File: src/rtl/div_pkg.sv
// Shared types and defaults for the sequential restoring divider.
package div_pkg;

    localparam int unsigned DIV_WIDTH = 32;

    typedef enum logic [1:0] {
        IDLE = 2'd0,
        CALC = 2'd1,
        DONE = 2'd2
    } div_state_e;

endpackage

File: src/rtl/div_if.sv
// Issue/result bus between the arithmetic issue logic and the divider.
interface div_if
    import div_pkg::*;
#(
    parameter int unsigned WIDTH = DIV_WIDTH
) ();

    logic [WIDTH-1:0] a;
    logic [WIDTH-1:0] b;
    logic             signed_op;
    logic             start;
    logic [WIDTH-1:0] quo;
    logic [WIDTH-1:0] rem;
    logic             dz;
    logic             busy;
    logic             vld;

    modport master (
        output a, b, signed_op, start,
        input  quo, rem, dz, busy, vld
    );

    modport slave (
        input  a, b, signed_op, start,
        output quo, rem, dz, busy, vld
    );

endinterface

File: src/rtl/div_step.sv
// One restoring-division iteration: shift in a dividend bit, trial-subtract the divisor.
module div_step
    import div_pkg::*;
#(
    parameter int unsigned WIDTH = DIV_WIDTH
) (
    input  logic [WIDTH-1:0] rem_i,
    input  logic             bit_i,
    input  logic [WIDTH-1:0] dvs_i,
    output logic [WIDTH-1:0] rem_o,
    output logic             qbit_o
);

    logic [WIDTH:0] shift_c;

    // Extra MSB keeps the carry out of the shift for the compare.
    assign shift_c = {rem_i, bit_i};
    assign qbit_o  = (shift_c >= {1'b0, dvs_i});
    assign rem_o   = qbit_o ? (shift_c[WIDTH-1:0] - dvs_i) : shift_c[WIDTH-1:0];

endmodule

File: src/rtl/div.sv
// Sequential signed/unsigned restoring divider, one quotient bit per clock,
// start/vld handshake matching the shift-add multiplier.
module div
    import div_pkg::*;
#(
    parameter int unsigned WIDTH = DIV_WIDTH
) (
    input  logic  clk,
    input  logic  rst,
    div_if.slave  div_io
);

    localparam int unsigned CW = $clog2(WIDTH) + 1;

    div_state_e       state_q;
    logic [CW-1:0]    cnt_q;
    logic [WIDTH-1:0] dvd_q;
    logic [WIDTH-1:0] dvs_q;
    logic [WIDTH-1:0] r_q;
    logic [WIDTH-1:0] a_q;
    logic             neg_quo_q;
    logic             neg_rem_q;
    logic             dz_pend_q;
    logic [WIDTH-1:0] quo_q;
    logic [WIDTH-1:0] rem_q;
    logic             dz_q;
    logic             vld_q;
    logic             busy_q;

    logic             a_neg_c;
    logic             b_neg_c;
    logic [WIDTH-1:0] mag_a_c;
    logic [WIDTH-1:0] mag_b_c;
    logic [WIDTH-1:0] r_d;
    logic             qbit_d;

    assign a_neg_c = div_io.signed_op & div_io.a[WIDTH-1];
    assign b_neg_c = div_io.signed_op & div_io.b[WIDTH-1];
    assign mag_a_c = a_neg_c ? -div_io.a : div_io.a;
    assign mag_b_c = b_neg_c ? -div_io.b : div_io.b;

    div_step #(.WIDTH(WIDTH)) u_step (
        .rem_i  (r_q),
        .bit_i  (dvd_q[WIDTH-1]),
        .dvs_i  (dvs_q),
        .rem_o  (r_d),
        .qbit_o (qbit_d)
    );

    // Counter runs WIDTH-1 down to -1; the extra edge at -1 applies sign
    // correction and publishes the result, giving WIDTH+1 cycle latency.
    always_ff @(posedge clk or posedge rst) begin
        if (rst) begin
            state_q   <= IDLE;
            cnt_q     <= '0;
            dvd_q     <= '0;
            dvs_q     <= '0;
            r_q       <= '0;
            a_q       <= '0;
            neg_quo_q <= 1'b0;
            neg_rem_q <= 1'b0;
            dz_pend_q <= 1'b0;
            quo_q     <= '0;
            rem_q     <= '0;
            dz_q      <= 1'b0;
            vld_q     <= 1'b0;
            busy_q    <= 1'b0;
        end else begin
            case (state_q)
                IDLE, DONE: begin
                    vld_q <= 1'b0;
                    if (div_io.start) begin
                        dvd_q     <= mag_a_c;
                        dvs_q     <= mag_b_c;
                        r_q       <= '0;
                        a_q       <= div_io.a;
                        neg_quo_q <= a_neg_c ^ b_neg_c;
                        neg_rem_q <= a_neg_c;
                        dz_pend_q <= (div_io.b == '0);
                        cnt_q     <= CW'(WIDTH - 1);
                        busy_q    <= 1'b1;
                        state_q   <= CALC;
                    end else begin
                        state_q   <= IDLE;
                    end
                end
                CALC: begin
                    if (cnt_q[CW-1]) begin
                        if (dz_pend_q) begin
                            quo_q <= '1;
                            rem_q <= a_q;
                        end else begin
                            quo_q <= neg_quo_q ? -dvd_q : dvd_q;
                            rem_q <= neg_rem_q ? -r_q : r_q;
                        end
                        dz_q    <= dz_pend_q;
                        vld_q   <= 1'b1;
                        busy_q  <= 1'b0;
                        state_q <= DONE;
                    end else begin
                        dvd_q <= {dvd_q[WIDTH-2:0], qbit_d};
                        r_q   <= r_d;
                        cnt_q <= cnt_q - CW'(1);
                    end
                end
                default: begin
                    vld_q   <= 1'b0;
                    busy_q  <= 1'b0;
                    state_q <= IDLE;
                end
            endcase
        end
    end

    assign div_io.quo  = quo_q;
    assign div_io.rem  = rem_q;
    assign div_io.dz   = dz_q;
    assign div_io.vld  = vld_q;
    assign div_io.busy = busy_q;

endmodule

File: src/flat_wrapper.sv
// flat-port wrapper written by rule: the top's interface ports become plain ports
module div_flat import div_pkg::*;
#(
    parameter int unsigned WIDTH = DIV_WIDTH
)
  (clk, rst, div_io_a, div_io_b, div_io_signed_op, div_io_start, div_io_quo, div_io_rem, div_io_dz, div_io_busy, div_io_vld);
  div_if #(.WIDTH(WIDTH)) div_io_i ();
  input  logic clk;
  input  logic rst;
  input wire logic [$bits(div_io_i.a)-1:0] div_io_a;
  input wire logic [$bits(div_io_i.b)-1:0] div_io_b;
  input wire logic [$bits(div_io_i.signed_op)-1:0] div_io_signed_op;
  input wire logic [$bits(div_io_i.start)-1:0] div_io_start;
  output wire logic [$bits(div_io_i.quo)-1:0] div_io_quo;
  output wire logic [$bits(div_io_i.rem)-1:0] div_io_rem;
  output wire logic [$bits(div_io_i.dz)-1:0] div_io_dz;
  output wire logic [$bits(div_io_i.busy)-1:0] div_io_busy;
  output wire logic [$bits(div_io_i.vld)-1:0] div_io_vld;
  assign div_io_i.a = div_io_a;
  assign div_io_i.b = div_io_b;
  assign div_io_i.signed_op = div_io_signed_op;
  assign div_io_i.start = div_io_start;
  assign div_io_quo = div_io_i.quo;
  assign div_io_rem = div_io_i.rem;
  assign div_io_dz = div_io_i.dz;
  assign div_io_busy = div_io_i.busy;
  assign div_io_vld = div_io_i.vld;
  div #(.WIDTH(WIDTH)) u_core (.clk(clk), .rst(rst), .div_io(div_io_i));
endmodule
File: config.mk
export PLATFORM = sky130hd
export DESIGN_NAME = div_flat
export DESIGN_NICKNAME = d
export VERILOG_FILES = /design/src/rtl/div_pkg.sv /design/src/rtl/div_if.sv /design/src/rtl/div_step.sv /design/src/rtl/div.sv /design/src/flat_wrapper.sv
export SDC_FILE = /design/constraint.sdc
export NUM_CORES = 1
export LEC_CHECK = 0
export CAP_MARGIN = 10
export CORE_ASPECT_RATIO = 2
export CORE_MARGIN = 10
export CORE_UTILIZATION = 40
export DETAILED_ROUTE_END_ITERATION = 10
export REMOVE_ABC_BUFFERS = 1
export SETUP_SLACK_MARGIN = 0.1
export SLEW_MARGIN = 20
export SYNTH_ARGS = -nofsm -noshare
export SYNTH_HDL_FRONTEND = slang
export SYNTH_SLANG_ARGS = --single-unit
File: constraint.sdc
create_clock -name clk -period 15.3 [get_ports clk]
set_clock_uncertainty 0.15 [all_clocks]
set_input_delay 3.825 -clock clk [delete_from_list [all_inputs] [get_ports clk]]
set_output_delay 3.825 -clock clk [all_outputs]
set_load 0.005 [all_outputs]
======== Word level (Yosys, flattened, before mapping) ========
Cells that the tools add are included.
storage, ports and cells
  bits in registers ....................... 206
  bits of input ports ..................... 68
  output and inout port bits .............. 67
  word-level logic and storage cells ...... 63
operators by class
  add/sub/neg operators ................... 6
  order comparisons ....................... 1
  equality and inequality tests ........... 5
  multiplexer cells ....................... 24
  bitwise operators ....................... 3
  reductions and logical operators ........ 9
operators with widths
  operator                                                                  number
  32-bit 2-to-1 mux                                                         11
  32-bit negator                                                            4
  32-bit case mux with 2 select lines                                       2
  33-bit by 32-bit >= comparator with 1-bit output                          1
  32-bit zero test                                                          1
  32-bit subtractor                                                         1
  6-bit 2-to-1 mux                                                          2
  6-bit case mux with 2 select lines                                        1
  2-bit AND reduction                                                       4
  6-bit by 1-bit subtractor with 6-bit output (second input constant)       1
  1-bit 2-to-1 mux                                                          5
  2-bit inequality test (second input constant)                             2
  2-bit case mux with 2 select lines                                        1
  3-bit AND reduction                                                       1
  1-bit AND                                                                 2
  2-bit by 1-bit == test with 1-bit output (second input constant)          1
  2-bit == test (second input constant)                                     1
  2-bit zero test                                                           1
  2-bit 2-to-1 mux                                                          1
  2-bit by 1-bit inequality test with 1-bit output (second input constant)  1
  1-bit case mux with 2 select lines                                        1
  2-bit nonzero test                                                        1
  2-bit OR reduction                                                        1
  1-bit bitwise XOR                                                         1

======== Logic depth before layout (Yosys ltp) ========
Gate-level depths: netlist (run 1).
  depth in word-level cells ............... 4
  mapped depth ............................ 14
  depth with buffers taken out ............ 13

======== Hierarchy ========
Synthesis (run 1) repeated with hierarchy kept, for this count alone.
second synthesis, totals
  cell total of the unflattened synthesis .. 1604
  area total of the unflattened synthesis .. 13470.4 um2
modules (own cells, without submodules)
  module    times used  cells each  area each (um2)  sequential area each (um2)
  div       1           1281        11139.4          5129.9
  div_step  1           323         2331.0           0.0

======== Least setup slack after synthesis (run 1) ========
OpenSTA, ideal clock, no wires.
  path kind ............................... input-to-reg
  start ................................... input port div_io_b[4]
  end ..................................... register u_core.dvs_q[29]
  library setup time ...................... 0.131 ns
  data arrival time ....................... 5.885 ns
  required time ........................... 15.019 ns
  setup slack ............................. 9.134 ns
  stages .................................. 9
  buffers on the path ..................... 0
  path through ............................ or3_1 -> nor4_1 -> nand2_1 -> or2_2 -> nor2b_1 -> nand3b_1 -> o41ai_1 -> xor2_1 -> o21ai_1
between the ends
  word-level cells in the longest chain between the ends .. 2
ends and longest elaborated chain
  item                  line                text
  from (decl)           flat_wrapper.sv:11  input wire logic [$bits(div_io_i.b)-1:0] div_io_b;
  32-bit negator        div.sv:40           assign mag_b_c = b_neg_c ? -div_io.b : div_io.b;
  32-bit 2-to-1 mux     div.sv:40
  to (signal assigned)  div.sv:74           dvs_q <= mag_b_c;
  to (decl)             div.sv:18           logic [WIDTH-1:0] dvs_q;
No other way between the ends.
A chain may end at the register's enable or synchronous reset.

======== Worst setup path after layout (run 1) ========
  start ................................... input port div_io_b[2]
  end ..................................... register u_core.dvs_q[29]
Same word-level chain as after synthesis.

==> flow_summary.json, run 1 <==
{
  "cpPeakStageDelay_ns": 0.68,
  "finalWirelength_um": 34600,
  "fin_crit_sh_pct": 45.1,
  "gr-usage-all-layers_pct": 17.2,
  "critPathRequiredTime_ns": 15.51,
  "r2r_slack_ns": 11.19,
  "num_vias": 10700,
  "grt_pass1_vias": 10800,
  "grt_pass1_wl_um": 56300,
  "syn_to_final_growth_pct": 18.7,
  "post_drt_wl_per_cell_um": 16.8,
  "status": "completed",
  "place_congestion": 0.915,
  "p_leak_uw": 0.00639,
  "final_cell_mix": "270 x nand2_1, 204 x dfrtp_1, 177 x o21ai_0, 142 x a21oi_1, 134 x clkdlybuf4s50_1",
  "cts_buffers": 20,
  "nFillCells": 3074,
  "dieArea_sq_um": 39800,
  "cts_resized": 0,
  "ir_worst_vdd_mv": 0.0854,
  "final_core_util_pct": 48.0,
  "async_flop_share_pct": 100,
  "hold_path.class": "reg2reg",
  "post-cts-setup-buffer-count": 0,
  "power_density_nw_per_um2": 239,
  "postSynthCellCount": 1535,
  "cts_tree": "yes",
  "placed_area_sq_um": 14400,
  "path_max_fanout": 5,
  "clock_path_buffers": 3,
  "relSlewSlack_pct": 31.0,
  "antenna_found_initial": 1,
  "drt_pass1_iterations": 5,
  "syn_area_sq_um": 12700,
  "cp-start-kind": "input pin",
  "ys.flop_type": "dfrtp_1",
  "path_buf_inv": 1,
  "fin_area_sq_um": 15100,
  "ios": 135,
  "core_sq_um": 31400,
  "hold_viol": 0,
  "placedCellCount": 2024,
  "num-nets-final": 1729,
  "end_kind": "register",
  "drtIter0Drc": 599,
  "clk_pin_slew_worst_paths_ns": 0.06,
  "synth_area_per_cell_sq_um": 8.29,
  "min_period_ns": 6.90,
  "fin_cells": 2059,
  "io_buffers": 134,
  "rsz0062_at_grt": "no",
  "ant_nets": 0,
  "setup_viol": 0,
  "clockRootBuffer": "clkbuf_16",
  "arrival_ns": 7.12,
  "remaining_drc_errors": 0,
  "gr-total-overflow": 0,
  "final_common_cell": "nand2_1",
  "fmax_ghz": 0.145,
  "insertion_delay_ns": 0.51,
  "grt_max_degree": 113,
  "fin_hold_ws_ns": 0.323,
  "drv_slew": 0,
  "path_cells": "clkdlybuf4s50_1 > or3_1 > nor4_1 > nand2_1 > or2_2 > nor2b_1 > nand3b_1 > o41ai_1 > xor2_1 > o21ai_1",
  "synth_seq_area_share_pct": 40.3,
  "initial_core_util_pct": 40.5,
  "path_class": "in2reg",
  "crit_family": "simple AND/OR/NAND/NOR gates",
  "yosys_register_bits": 205,
  "die_x_um": 146,
  "vias_per_cell": 5.21,
  "yosysWarnings": 0,
  "synth_edf_count": 0,
  "die_h_um": 272,
  "cp_slowest_cell": "nor4_1",
  "setup_tns_ns": 0,
  "synthDistinctLibCells": 62,
  "drive_above_1_share_pct": 4.16,
  "htreeDepth": 1,
  "clock_sinks": 205,
  "worst_slew_pin_slew_ns": 1.03,
  "num_rows": 92,
  "max_cap_violations": 0,
  "ctsHoldBuffers": 0,
  "place_hpwl_um": 26800
}
routing by layer:
metal	wire length [um]	vias up	part of all wire, %	GRT usage, %
met3	1020	50	3.0	1.93
met1	13000	5013	37	17.4
met5	0	-	0	0
met2	19400	176	56	34.1
met4	1240	0	3.6	7.30
li1	-	5480	-	-
through the flow:
stage               power (uW)  setup WS, ns
floorplan                 2480          5.73
global placement          3090          7.88
detailed placement        3130          7.82
CTS                       3650          8.35
global route              3960          8.23
finish                    3610          8.40
layout make-up:
cell class	instances	area, sq um	area share, %
inverters	60	233	1.54
multi-input cells	1191	7100	47.1
well taps	423	529	3.51
repair buffers	145	1430	9.46
diodes	1	2.50	0.0166
clock buffers	29	586	3.88
flip-flops and latches	205	5130	34.0
clock inverters	5	81.3	0.539
logic make-up after synthesis:
logic type	count (synthesis)	share of synthesized area, %
AND/OR/NAND/NOR	537	19.1
AO/OA/AOI/OAI	433	19.5
flip-flops	205	40.3
XOR/XNOR	146	10.1
buffers and inverters	139	4.23
adder cells (fa/ha/maj)	38	3.80
multiplexers	37	2.91
state kept, by name, summed over array words and instances (netlist names), 2 cells and up:
signal / count
u_core.dvs_q: 32
u_core.div_io.rem: 32
u_core.r_q: 32
u_core.div_io.quo: 32
u_core.dvd_q: 32
u_core.cnt_q: 6
u_core.a_q: 32
u_core.state_q: 2
report_power, final:
| part | leakage, uW | internal [uW] | total [uW] | switching (uW) |
|---|---|---|---|---|
| sequential | 0.00254 | 814 | 1080 | 267 |
| combinational | 0.00353 | 915 | 2020 | 1100 |
| clock | 0.000323 | 300 | 511 | 212 |
path summary, 6_finish.rpt:
kind	from	to	cells past startpoint
max in group asynchronous	rst	u_core.div_io.rem[24]	3
min in group asynchronous	rst	u_core.div_io.quo[2]	2
worst min-delay path	u_core.dvs_q[15]	u_core.dvs_q[15]	2
worst max register to register	u_core.r_q[5]	u_core.r_q[2]	11
worst min register to register	u_core.dvs_q[15]	u_core.dvs_q[15]	2
worst max-delay path	div_io_b[2]	u_core.dvs_q[29]	10
worst min-delay path: cells and delay by family, from the launching register on:
family	cells	cell delay, ns
AOI/OAI and AO/OA	1	0.06
DFF	1	0.34
and+or+nand+nor	1	0.05
cells in the mapped netlist, types with 3 or more instances:
cell type    n  area (sq um)
and2_1       5          31.3
a21oi_1    142           711
nor2b_1      8          50.1
inv_1       58           218
a31oi_1      5          31.3
a32oi_1      4          35.0
o31ai_1     32           240
a21o_1      19           143
buf_1        8          30.0
nor3_1      16          80.1
mux2i_1     37           370
nand4_1     10          62.6
or4_1        9          67.6
nor4_1      14          87.6
a221oi_1     3          26.3
or2_2        6          37.5
o21bai_1     6          45.0
o22a_1       3          26.3
nand3_1     22           110
or3_1       14          87.6
a211oi_1     3          22.5
nand2_1    271          1020
clkbuf_1    66           248
buf_4        4          30.0
and3_1       6          37.5
dfrtp_1    205          5130
nor2_1     118           443
o21a_1       3          22.5
o21ai_1      6          30.0
ha_1        37           463
nor3b_1      4          30.0
nand2b_1    14          87.6
xor2_1      80           701
o41ai_1     13           114
o21ai_0    177           886
or4_4        5          56.3
o211ai_1     3          22.5
xnor2_1     66           578
Power figures use the tool's default switching activity.
==> run 2: changes to the inputs <==
Clock period 15.3 ns to 6.49 ns, I/O delays scaled along.
==> flow_summary.json, run 2 (synthesis results as in run 1) <==
{
  "hold_path.class": "reg2reg",
  "power_density_nw_per_um2": 568,
  "post_drt_wl_per_cell_um": 17.0,
  "drtIter0Drc": 402,
  "end_kind": "register",
  "remaining_drc_errors": 0,
  "grt_pass1_vias": 10900,
  "dieArea_sq_um": 39800,
  "cp_slowest_cell": "nor4_1",
  "cpPeakStageDelay_ns": 0.64,
  "core_sq_um": 31400,
  "cp-start-kind": "input pin",
  "fin_hold_ws_ns": 0.324,
  "power_frac_seq_pct": 29.7,
  "gr-usage-all-layers_pct": 17.2,
  "finalWirelength_um": 35100,
  "setup_viol": 0,
  "place_congestion": 0.878,
  "multi_input_area_sq_um": 7100,
  "final_cell_mix": "270 x nand2_1, 204 x dfrtp_1, 177 x o21ai_0, 142 x a21oi_1, 134 x clkdlybuf4s50_1",
  "die_x_um": 146,
  "ctsHoldBuffers": 0,
  "hold_viol": 0,
  "num-nets-final": 1731,
  "die_h_um": 272,
  "ant_nets": 0,
  "worstHoldStart": "u_core.dvs_q[16]",
  "p_int_uw": 4840,
  "drive_above_1_share_pct": 4.46,
  "gr-total-overflow": 0,
  "clockRootBuffer": "clkbuf_16",
  "regArea_sq_um": 5130,
  "cp-startpoint": "div_io_b[2]",
  "clock_sinks": 205,
  "num_vias": 10800,
  "place_hpwl_um": 27000,
  "p_sw_uw": 3770,
  "relSlewSlack_pct": 29.8,
  "antenna_found_initial": 2,
  "num_rows": 92,
  "power.share.clock_pct": 14.7,
  "initial_core_util_pct": 40.5,
  "post-cts-setup-buffer-count": 0,
  "nFillCells": 3142,
  "clk_pin_slew_worst_paths_ns": 0.07,
  "critPathRequiredTime_ns": 6.70,
  "setup_tns_ns": 0,
  "worst_slew_pin_slew_ns": 1.05,
  "syn_to_final_growth_pct": 19.2,
  "final_common_cell": "nand2_1",
  "ios": 135,
  "grt_pass1_wl_um": 56800,
  "path_max_fanout": 5,
  "netSwitchingFraction_pct": 43.8,
  "combPwrFrac_pct": 55.6,
  "drv_slew": 0,
  "max_cap_violations": 0,
  "cts_tree": "yes",
  "fin_crit_sh_pct": 69.0,
  "path_cells": "clkdlybuf4s50_1 > or3_1 > nor3b_1 > and3b_1 > nand2_1 > nor4_1 > a21oi_1 > xnor2_1 > o21ai_0",
  "crit_family": "simple AND/OR/NAND/NOR gates",
  "arrival_ns": 4.69,
  "insertion_delay_ns": 0.51,
  "drt_pass1_iterations": 5,
  "io_buffers": 134,
  "cts_buffers": 20,
  "clock_path_buffers": 3,
  "fmax_ghz": 0.223,
  "ir_worst_vdd_mv": 0.221,
  "vias_per_cell": 5.24,
  "min_period_ns": 4.48,
  "path_buf_inv": 1,
  "grt_max_degree": 113,
  "path_class": "in2reg",
  "rsz0062_at_grt": "no",
  "p_leak_uw": 0.00642,
  "worstReg2RegStart": "u_core.r_q[5]",
  "status": "completed",
  "htreeDepth": 1,
  "cts_resized": 0
}
==> run 2: power by group through the flow <==
stage / Sequential [uW] / Combinational [uW] / Clock (uW)
after floorplan: 2420 / 3420 / 0
after global placement: 2560 / 4740 / 0
after detailed placement: 2580 / 4820 / 0
after CTS: 2560 / 4840 / 1300
after global routing: 2660 / 5410 / 1340
final: 2560 / 4780 / 1270
==> run 2: per-stage QoR <==
step	power [uW]	util (%)	instances	instance area, sq um	setup slack [ns]
2_1_floorplan	5840	-	1456	12400	-0.878
3_3_place_gp	7300	46.0	2026	14400	1.49
3_5_place_dp	7400	46.0	2026	14400	1.43
4_1_cts	8700	48.2	2061	15200	1.97
5_1_grt	9420	48.3	2063	15200	1.71
6_report	8610	48.3	2063	15200	2.01
==> run 2: metal layers <==
layer	global-route usage, %	routed length, um
met5	0	0
met4	8.07	1410
met3	1.99	1140
met2	33.7	19400
met1	17.7	13100
==> run 2: worst reg2reg max path, cell delays in order (launching register included) <==
cell and delay, ns:
dfrtp_1 0.46, ha_1 0.41, a21o_1 0.21, a21oi_1 0.18
nor3b_1 0.31, a21oi_1 0.15, o31ai_1 0.72, nor3_1 0.27
a21boi_4 0.20, buf_4 0.49, mux2i_1 0.30, o22ai_1 0.10
==> run 2: cell type report <==
type | instances | share of cell area (%)
Multi-Input combinational cell | 1191 | 46.8
Sequential cell | 205 | 33.8
Timing Repair Buffer | 147 | 9.57
Clock buffer | 28 | 3.90
Tap cell | 423 | 3.49
Inverter | 60 | 1.53
Clock inverter | 7 | 0.784
Antenna cell | 2 | 0.0330
==> run 2: worst paths after layout <==
path / end / slack [ns] / cells after the start
worst max register to register: u_core.r_q[1] / 2.40 / 11
max in group asynchronous: u_core.r_q[28] / 3.69 / 3
worst min register to register: u_core.dvs_q[16] / 0.32 / 2
worst max-delay path: u_core.dvs_q[30] / 2.01 / 9
min in group asynchronous: u_core.div_io.quo[2] / 1.50 / 2
worst min-delay path: u_core.dvs_q[16] / 0.32 / 2
==> run 3: changes to the inputs <==
Clock period 6.49 ns to 4.28 ns, I/O delays scaled along.
==> flow_summary.json, run 3 (synthesis results as in run 1) <==
{
  "netSwitchingFraction_pct": 43.6,
  "place_congestion": 0.870,
  "power.share.clock_pct": 14.1,
  "grt_pass1_vias": 11000,
  "combPwrFrac_pct": 56.3,
  "placedCellCount": 2043,
  "htreeDepth": 1,
  "power_frac_seq_pct": 29.6,
  "num-nets-final": 1748,
  "dieArea_sq_um": 39800,
  "max_cap_violations": 0,
  "arrival_ns": 4.08,
  "worst_slew_pin_slew_ns": 0.990,
  "critPathRequiredTime_ns": 4.52,
  "io_buffers": 134,
  "drtIter0Drc": 488,
  "path_cells": "clkdlybuf4s50_1 > or4_1 > or4_1 > nand4bb_1 > or2_1 > o21ai_0 > xor2_1 > nor2_1 > a21oi_1 > o21ai_1",
  "power_density_nw_per_um2": 850,
  "cpPeakStageDelay_ns": 0.69,
  "ctsHoldBuffers": 0,
  "path_buf_inv": 1,
  "cts_resized": 0,
  "fin_cells": 2078,
  "status": "completed",
  "die_x_um": 146,
  "rsz0062_at_grt": "no",
  "ir_worst_vdd_mv": 0.351,
  "ant_nets": 0,
  "num_vias": 10800,
  "relSlewSlack_pct": 34.0,
  "antenna_found_initial": 0,
  "gr-usage-all-layers_pct": 17.3,
  "post-cts-setup-buffer-count": 0,
  "place_hpwl_um": 27300,
  "finalWirelength_um": 34800,
  "cp_slowest_cell": "or4_1",
  "post_drt_wl_per_cell_um": 16.8,
  "clock_sinks": 205,
  "vias_per_cell": 5.20,
  "crit_family": "simple AND/OR/NAND/NOR gates",
  "insertion_delay_ns": 0.51,
  "gr-total-overflow": 0,
  "core_sq_um": 31400,
  "drv_slew": 0,
  "setup_viol": 0,
  "clockRootBuffer": "clkbuf_16",
  "die_h_um": 272,
  "num_antenna_cells": 0,
  "grt_pass1_wl_um": 57100,
  "final_common_cell": "nand2_1",
  "fmax_ghz": 0.260,
  "cp_common_cell": "or4_1",
  "final_cell_mix": "270 x nand2_1, 204 x dfrtp_1, 177 x o21ai_0, 142 x a21oi_1, 134 x clkdlybuf4s50_1",
  "p_int_uw": 7330,
  "initial_core_util_pct": 40.5,
  "p_total_uw": 13000,
  "hold_viol": 0,
  "p_leak_uw": 0.00651,
  "path_max_fanout": 3,
  "hold_path.class": "reg2reg",
  "num_rows": 92,
  "min_period_ns": 3.84,
  "drt_pass1_iterations": 5,
  "drive_above_1_share_pct": 5.50,
  "nFillCells": 3081,
  "cp-start-kind": "input pin",
  "clock_path_buffers": 3,
  "path_class": "in2reg",
  "ios": 135,
  "grt_max_degree": 81,
  "remaining_drc_errors": 0,
  "p_sw_uw": 5670,
  "syn_to_final_growth_pct": 20.3,
  "cts_buffers": 20,
  "clk_pin_slew_worst_paths_ns": 0.07,
  "end_kind": "register",
  "fin_crit_sh_pct": 89.8,
  "cts_tree": "yes"
}
-- run 3: final timing paths --
path	start	endpoint	slack, ns	cells past startpoint
worst max-delay path	div_io_a[10]	u_core.dvd_q[27]	0.44	10
worst min-delay path	u_core.dvs_q[4]	u_core.dvs_q[4]	0.33	2
worst max register to register	u_core.dvd_q[31]	u_core.r_q[30]	0.67	13
worst min register to register	u_core.dvs_q[4]	u_core.dvs_q[4]	0.33	2
max in group asynchronous	rst	u_core.a_q[4]	2.43	3
min in group asynchronous	rst	u_core.div_io.quo[3]	0.85	2
-- run 3: power by group through the flow --
stage               combinational, uW  clock [uW]  sequential, uW
floorplan                        5190           0            3670
global placement                 7270           0            3860
detailed placement               7380           0            3880
CTS                              7410        1890            3850
global route                     8310        1950            4000
finish                           7320        1840            3840
-- run 3: worst register-to-register path, stage by stage (launching register included) --
cell      delay [ns]
dfrtp_1         0.38
inv_1           0.13
ha_1            0.24
inv_1           0.07
fa_1            0.24
a211oi_1        0.09
o21ai_0         0.46
nand4b_1        0.29
a21oi_1         0.40
o21ai_1         0.22
o211ai_1        0.30
and3_1          0.20
o21bai_1        0.07
a32o_1          0.25
-- run 3: metrics by stage --
step	utilization, %	hold WS, ns	area, sq um	setup WS (ns)	TNS (ns)
after CTS	48.7	0.331	15300	0.480	0
after global routing	48.7	0.347	15300	0.375	0
final	48.7	0.328	15300	0.435	0
after global placement	46.5	0.304	14600	-0.0944	-0.0951
after detailed placement	46.5	0.312	14600	-0.0564	-0.0856
after floorplan	-	0.295	12400	-2.54	-588.59
-- run 3: final cells by class --
cell class,count,area (sq um),area share (%)
clock buffers,26,574,3.75
clock inverters,9,100,0.654
inverters,60,233,1.52
multi-input cells,1191,7100,46.4
flip-flops and latches,205,5130,33.5
well taps,423,529,3.46
repair buffers,164,1630,10.6
-- run 3: layer usage --
metal	global-route usage (%)	vias up	part of all wire [%]
met4	8.39	0	4.4
li1	-	5509	-
met5	0	-	0
met1	17.4	5020	37
met3	1.84	63	3.1
met2	34.1	204	56
